[src/rtl/branch_predictor.sv]
// Gshare direction predictor with direct-mapped BTB; define BP_STATS_EN to add lookup/mispredict counters.
// Latency: prediction is combinational from fetch_pc; training and GHR repair are visible after the next edge.
// Backpressure: none; updates are always accepted, fetch_stall only suppresses the speculative GHR shift.
module branch_predictor #(
  parameter int BTB_IDX_BITS = 5,
  parameter int GHR_BITS     = 5
) (
  input  logic                clk,
  input  logic                reset,
  input  logic                fetch_valid,
  input  logic                fetch_stall,
  input  logic [31:0]         fetch_pc,
  output logic [31:0]         pred_next_pc,
  output logic                pred_taken,
  output logic [GHR_BITS-1:0] pred_ghr,
  input  logic                upd_valid,
  input  logic                upd_is_branch,
  input  logic                upd_is_jump,
  input  logic [31:0]         upd_pc,
  input  logic                upd_taken,
  input  logic [31:0]         upd_target,
  input  logic [GHR_BITS-1:0] upd_ghr,
  input  logic                upd_mispredict
`ifdef BP_STATS_EN
  ,
  output logic [31:0]         stat_lookups,
  output logic [31:0]         stat_mispredicts
`endif
);

  localparam int BTB_N = 1 << BTB_IDX_BITS;
  localparam int PHT_N = 1 << GHR_BITS;
  localparam int TAG_W = 30 - BTB_IDX_BITS;

  logic [BTB_N-1:0]        btb_valid;
  logic [BTB_N-1:0]        btb_jump;
  logic [TAG_W-1:0]        btb_tag    [BTB_N];
  logic [31:0]             btb_target [BTB_N];
  logic [1:0]              pht        [PHT_N];
  logic [GHR_BITS-1:0]     ghr;
  logic [GHR_BITS-1:0]     ghr_nxt;

  logic [BTB_IDX_BITS-1:0] bidx;
  logic [BTB_IDX_BITS-1:0] ubidx;
  logic [TAG_W-1:0]        ftag;
  logic [TAG_W-1:0]        utag;
  logic [GHR_BITS-1:0]     pidx;
  logic [GHR_BITS-1:0]     upidx;
  logic                    hit;
  logic                    entry_jump;
  logic                    spec_shift;
  logic                    upd_br;
  logic                    upd_jmp;
  logic                    btb_wr;
  logic [1:0]              ctr;
  logic [1:0]              ctr_nxt;
  logic                    unused_pc_bits;

  assign bidx         = fetch_pc[BTB_IDX_BITS+1:2];
  assign ftag         = fetch_pc[31:BTB_IDX_BITS+2];
  assign pidx         = fetch_pc[GHR_BITS+1:2] ^ ghr;
  assign hit          = btb_valid[bidx] && (btb_tag[bidx] == ftag);
  assign entry_jump   = btb_jump[bidx];
  assign pred_taken   = hit && (entry_jump || pht[pidx][1]);
  assign pred_next_pc = pred_taken ? btb_target[bidx] : fetch_pc + 32'd4;
  assign pred_ghr     = ghr;
  assign spec_shift   = fetch_valid && !fetch_stall && hit && !entry_jump;

  assign upd_br  = upd_valid && upd_is_branch;
  assign upd_jmp = upd_valid && upd_is_jump;
  assign btb_wr  = upd_jmp || (upd_br && upd_taken);
  assign ubidx   = upd_pc[BTB_IDX_BITS+1:2];
  assign utag    = upd_pc[31:BTB_IDX_BITS+2];
  assign upidx   = upd_pc[GHR_BITS+1:2] ^ upd_ghr;
  assign ctr     = pht[upidx];

  // Instructions are word aligned; the byte offset never selects anything.
  assign unused_pc_bits = ^{fetch_pc[1:0], upd_pc[1:0]};

  always_comb begin
    ctr_nxt = ctr;
    if (upd_taken && ctr != 2'b11)
      ctr_nxt = ctr + 2'b01;
    else if (!upd_taken && ctr != 2'b00)
      ctr_nxt = ctr - 2'b01;
  end

  // Mispredict repair overrides the speculative shift from this cycle's fetch.
  always_comb begin
    ghr_nxt = ghr;
    if ((upd_br || upd_jmp) && upd_mispredict)
      ghr_nxt = upd_jmp ? upd_ghr : {upd_ghr[GHR_BITS-2:0], upd_taken};
    else if (spec_shift)
      ghr_nxt = {ghr[GHR_BITS-2:0], pred_taken};
  end

  always_ff @(posedge clk or posedge reset) begin
    if (reset) begin
      btb_valid <= '0;
      btb_jump  <= '0;
      ghr       <= '0;
      for (int i = 0; i < BTB_N; i++) begin
        btb_tag[i]    <= '0;
        btb_target[i] <= '0;
      end
      for (int i = 0; i < PHT_N; i++)
        pht[i] <= 2'b01;
    end else begin
      ghr <= ghr_nxt;
      if (upd_br)
        pht[upidx] <= ctr_nxt;
      if (btb_wr) begin
        btb_valid[ubidx]  <= 1'b1;
        btb_jump[ubidx]   <= upd_is_jump;
        btb_tag[ubidx]    <= utag;
        btb_target[ubidx] <= upd_target;
      end
    end
  end

`ifdef BP_STATS_EN
  always_ff @(posedge clk or posedge reset) begin
    if (reset) begin
      stat_lookups     <= '0;
      stat_mispredicts <= '0;
    end else begin
      if (fetch_valid && !fetch_stall)
        stat_lookups <= stat_lookups + 32'd1;
      if (upd_valid && upd_mispredict)
        stat_mispredicts <= stat_mispredicts + 32'd1;
    end
  end
`endif

endmodule

[config.mk]
export PLATFORM = sky130hd
export DESIGN_NAME = branch_predictor
export DESIGN_NICKNAME = d
export VERILOG_FILES = /design/src/rtl/branch_predictor.sv
export SDC_FILE = /design/constraint.sdc
export NUM_CORES = 2
export LEC_CHECK = 0
export ABC_CLOCK_PERIOD_IN_PS = 73200
export CAP_MARGIN = 20
export CORE_MARGIN = 2
export CORE_UTILIZATION = 42
export DETAILED_ROUTE_END_ITERATION = 8
export PLACE_DENSITY = 0.66
export SYNTH_ARGS = -nofsm -noshare
export SYNTH_HDL_FRONTEND = slang
export SYNTH_SLANG_ARGS = --single-unit
[constraint.sdc]
create_clock -name clk -period 73.2 [get_ports clk]
set_input_delay 10.98 -clock clk [delete_from_list [all_inputs] [get_ports clk]]
set_output_delay 10.98 -clock clk [all_outputs]
set_load 0.01 [all_outputs]
==> results.toml <==
[routing]
via_per_inst = 5.90
totalWireLength_mm = 252
drt_pre_antenna_iters = 5
drtIter0Drc = 3943
vias = 50900
ant_nets = 0
wire_per_inst_um = 29.2
drc = 0

[synthesis]
synth_ff_type = "dfrtp_1"
syn_area_sq_um = 90100
syn_area_per_cell_sq_um = 15.8
syn_nets = 5802
synthArstFlopShare = 1.00
ys_seq_elements = 1957
ys_types = 71
yosysWarnings = 0
syn_inst = 5689
ys_seq_area_frac = 0.544
synth-edff-count = 0

[worst_setup_path]
r2r-start = "btb_tag[609]"
rrSetupSlack_ns = 68.41
cp-start-kind = "input port"
cp_slowest_stage_delay_ns = 0.77
crit_fanout = 82
cp_common_cell = "buf_4"
cp.required_ns = 62.22
cp_cell_sequence = "buf_8 -> buf_4 -> buf_4 -> mux4_2 -> mux2_2 -> a211o_1 -> a21o_1 -> a211oi_1 -> nand4_1 -> or4_4 -> nor3_4 -> mux2i_1 -> clkdlybuf4s50_1"
r2r_cells = 9
path_buf_inv = 4
cp-end-kind = "output port"
cp_slowest_cell = "mux2i_1"
critPathKind = "input port to output port"
arrival_ns = 18.12
r2r-end = "pred_ghr[4]"
crit_family = "buffers and inverters"

[sta]
fin_setup_tns_ns = 0
max_slew.worst_pin.slew_ns = 1.18
hold_violations = 0
drv_slew = 0
setup_violations = 0
rsz0062_at_grt = "false"
clock_skew_ns = 0.0278
period_share = 0.397
period_minus_slack_ns = 29.10
fin_hold_ws_ns = 0.462
slew_headroom = 0.212
max_freq_mhz = 34.4

[placed_design]
dp_hpwl_mm = 144
gp_congestion = 0.827
io_buffer_count = 145

[power]
internal-power_mw = 2.13
swShare = 0.248
clkPwrFrac = 0.377
power_density_nw_per_um2 = 28.0
combPwrFrac = 0.148
p_sw_mw = 0.702
p_seq_frac = 0.474
leakage_nw = 45.8
peakVddDrop_v = 0.0000251

[floorplanning]
start_util = 0.423
die_width_um = 467
dieArea_sq_um = 218000
core_area_sq_um = 213000
io_pins = 148
die_h_um = 467
placementRows = 169

[cts]
cts_buffers = 202
cts_tree = "done"
hold_buffers = 0
root_buffer = "clkbuf_16"
clkSinkCount = 1957
insertion_delay_ns = 0.85
clkTransAtPathRegs_ns = 0.06
cts.repair.resized = 0
clock_path_buffers = 3
htree_levels = 4
post-cts-setup-buffers = 0

[global_routing]
grt_max_degree = 172
grt_pass1_wl_mm = 376
grt_pass1_vias = 54200
grtUsageTotal = 0.234
antenna_found_initial = 28
grt_overflow = 0

[hold_path]
hold_path_class = "register to register"
worstHoldPathCells = 1
min-delay-start = "btb_valid[22]"
min_to = "btb_valid[22]"

[layout]
final_nets = 5731
areaGrowthSynthToFinish_pct = 12.4
multiInputGateArea_sq_um = 38900
seq_area_sq_um = 49000
fillerInstances = 18300
drive_gt1_frac = 0.521

[outcome]
status = "completed"

[flow_run]
maxCapViolCount = 0
==> cell type report <==
class,instances,area share
sequential,1957,0.484
multi-input combinational,3167,0.384
clock buffer,306,0.0590
tap,2821,0.0349
timing repair buffer,279,0.0278
clock inverter,72,0.00926
inverter,11,0.000556
antenna,9,0.000222
==> worst reg2reg max path, cell delays in order, from the launching register on <==
cell and delay, ns:
dfrtp_1 0.38, mux4_2 0.47, a22o_1 0.28, a2111oi_0 0.86, nor3_1 0.14, nor4b_1 0.78, nand4_1 0.36, nor4_4 0.93
mux2_2 0.41, o21ai_1 0.07
==> state kept, by name, indices dropped and copies added, names as in the netlist <==
name        count
btb_jump       32
btb_tag       800
btb_target   1024
pred_ghr        5
btb_valid      32
pht            64
==> cell usage in the layout (no fill, tap or decap), types with 26 or more instances in the layout <==
cell,instances
mux2_2,1948
dfrtp_1,1925
mux4_2,512
clkbuf_16,205
mux2i_1,167
clkdlybuf4s50_1,140
buf_4,112
nand2_1,79
clkbuf_1,53
clkbuf_8,49
clkinv_2,37
dfstp_2,32
o22ai_1,30
nor3_1,29
a22o_1,27
nor2_1,26
==> metal layers <==
metal / track usage / up-vias / part of all wire
met3: 0.0370 / 462 / 0.053
met5: 0 / - / 0.00032
li1: - / 21100 / -
met2: 0.383 / 1308 / 0.48
met1: 0.316 / 27900 / 0.42
met4: 0.0874 / 12 / 0.039
==> worst max path at each step <==
stage / start / slack, ns / to / depth (start not counted)
floorplan: reset / 7.00 / btb_jump[0] / 1
detailed placement: fetch_pc[3] / 44.04 / pred_next_pc[30] / 13
CTS: fetch_pc[3] / 44.04 / pred_next_pc[30] / 13
finish: fetch_pc[3] / 44.10 / pred_next_pc[29] / 13
global placement: fetch_pc[3] / 44.08 / pred_next_pc[30] / 13
global route: fetch_pc[3] / 44.02 / pred_next_pc[29] / 13
==> Yosys cell counts (5+ instances only) <==
cell,number,area [sq um]
o221ai_1,14,123
mux2_1,5,56.3
nor3_1,29,145
nand4_1,13,81.3
mux2i_1,167,1670
nand2b_1,21,131
xor2_1,22,193
or4_1,5,37.5
a21oi_1,10,50.1
a22oi_1,5,37.5
clkbuf_1,353,1330
a22o_1,27,236
dfrtp_1,1925,48200
buf_1,117,439
o211ai_1,10,75.1
o21ai_0,11,55.1
buf_4,11,82.6
a2111oi_0,15,131
nor2_1,39,146
dfstp_2,32,841
nor4_1,10,62.6
and2_1,8,50.1
nor2b_1,10,62.6
mux2_2,1948,21900
buf_6,19,214
a221oi_1,11,96.3
a2111oi_1,9,90.1
o22ai_1,30,188
nand3b_1,6,45.0
nor4b_1,6,52.6
mux4_2,512,11500
nand3_1,24,120
xnor2_1,23,201
buf_2,51,255
o21a_1,9,67.6
nand2_1,91,342
and3_1,9,56.3
inv_1,9,33.8
or2_2,16,100
==> kinds of logic after synthesis <==
group / synth area share
DFF: 0.544
buffers and inverters: 0.0267
xor gates and xnor gates: 0.00456
and+or+nand+nor: 0.0181
adders and majority gates: 0.000417
AOI/OAI and AO/OA: 0.0152
muxes: 0.391
==> power by group through the flow <==
| stage | Combinational (mW) | Clock, mW | Sequential, mW |
|---|---|---|---|
| 2_1_floorplan | 0.332 | 0 | 1.35 |
| 3_3_place_gp | 0.410 | 0 | 1.35 |
| 3_5_place_dp | 0.422 | 0 | 1.36 |
| 4_1_cts | 0.423 | 1.09 | 1.34 |
| 5_1_grt | 0.455 | 1.14 | 1.37 |
| 6_report | 0.421 | 1.07 | 1.35 |
==> through the flow <==
| step | setup WS (ns) | util | instance area (sq um) | power, mW | std cells |
|---|---|---|---|---|---|
| 3_3_place_gp | 44.08 | 0.442 | 93900 | 1.76 | 8219 |
| 4_1_cts | 44.04 | 0.474 | 101000 | 2.86 | 8597 |
| 6_report | 44.10 | 0.476 | 101000 | 2.84 | 8622 |
| 3_5_place_dp | 44.04 | 0.442 | 93900 | 1.79 | 8219 |
| 2_1_floorplan | 7.00 | - | 90100 | 1.68 | 5689 |
| 5_1_grt | 44.02 | 0.476 | 101000 | 2.96 | 8619 |
(Power assumes the default switching activity.)
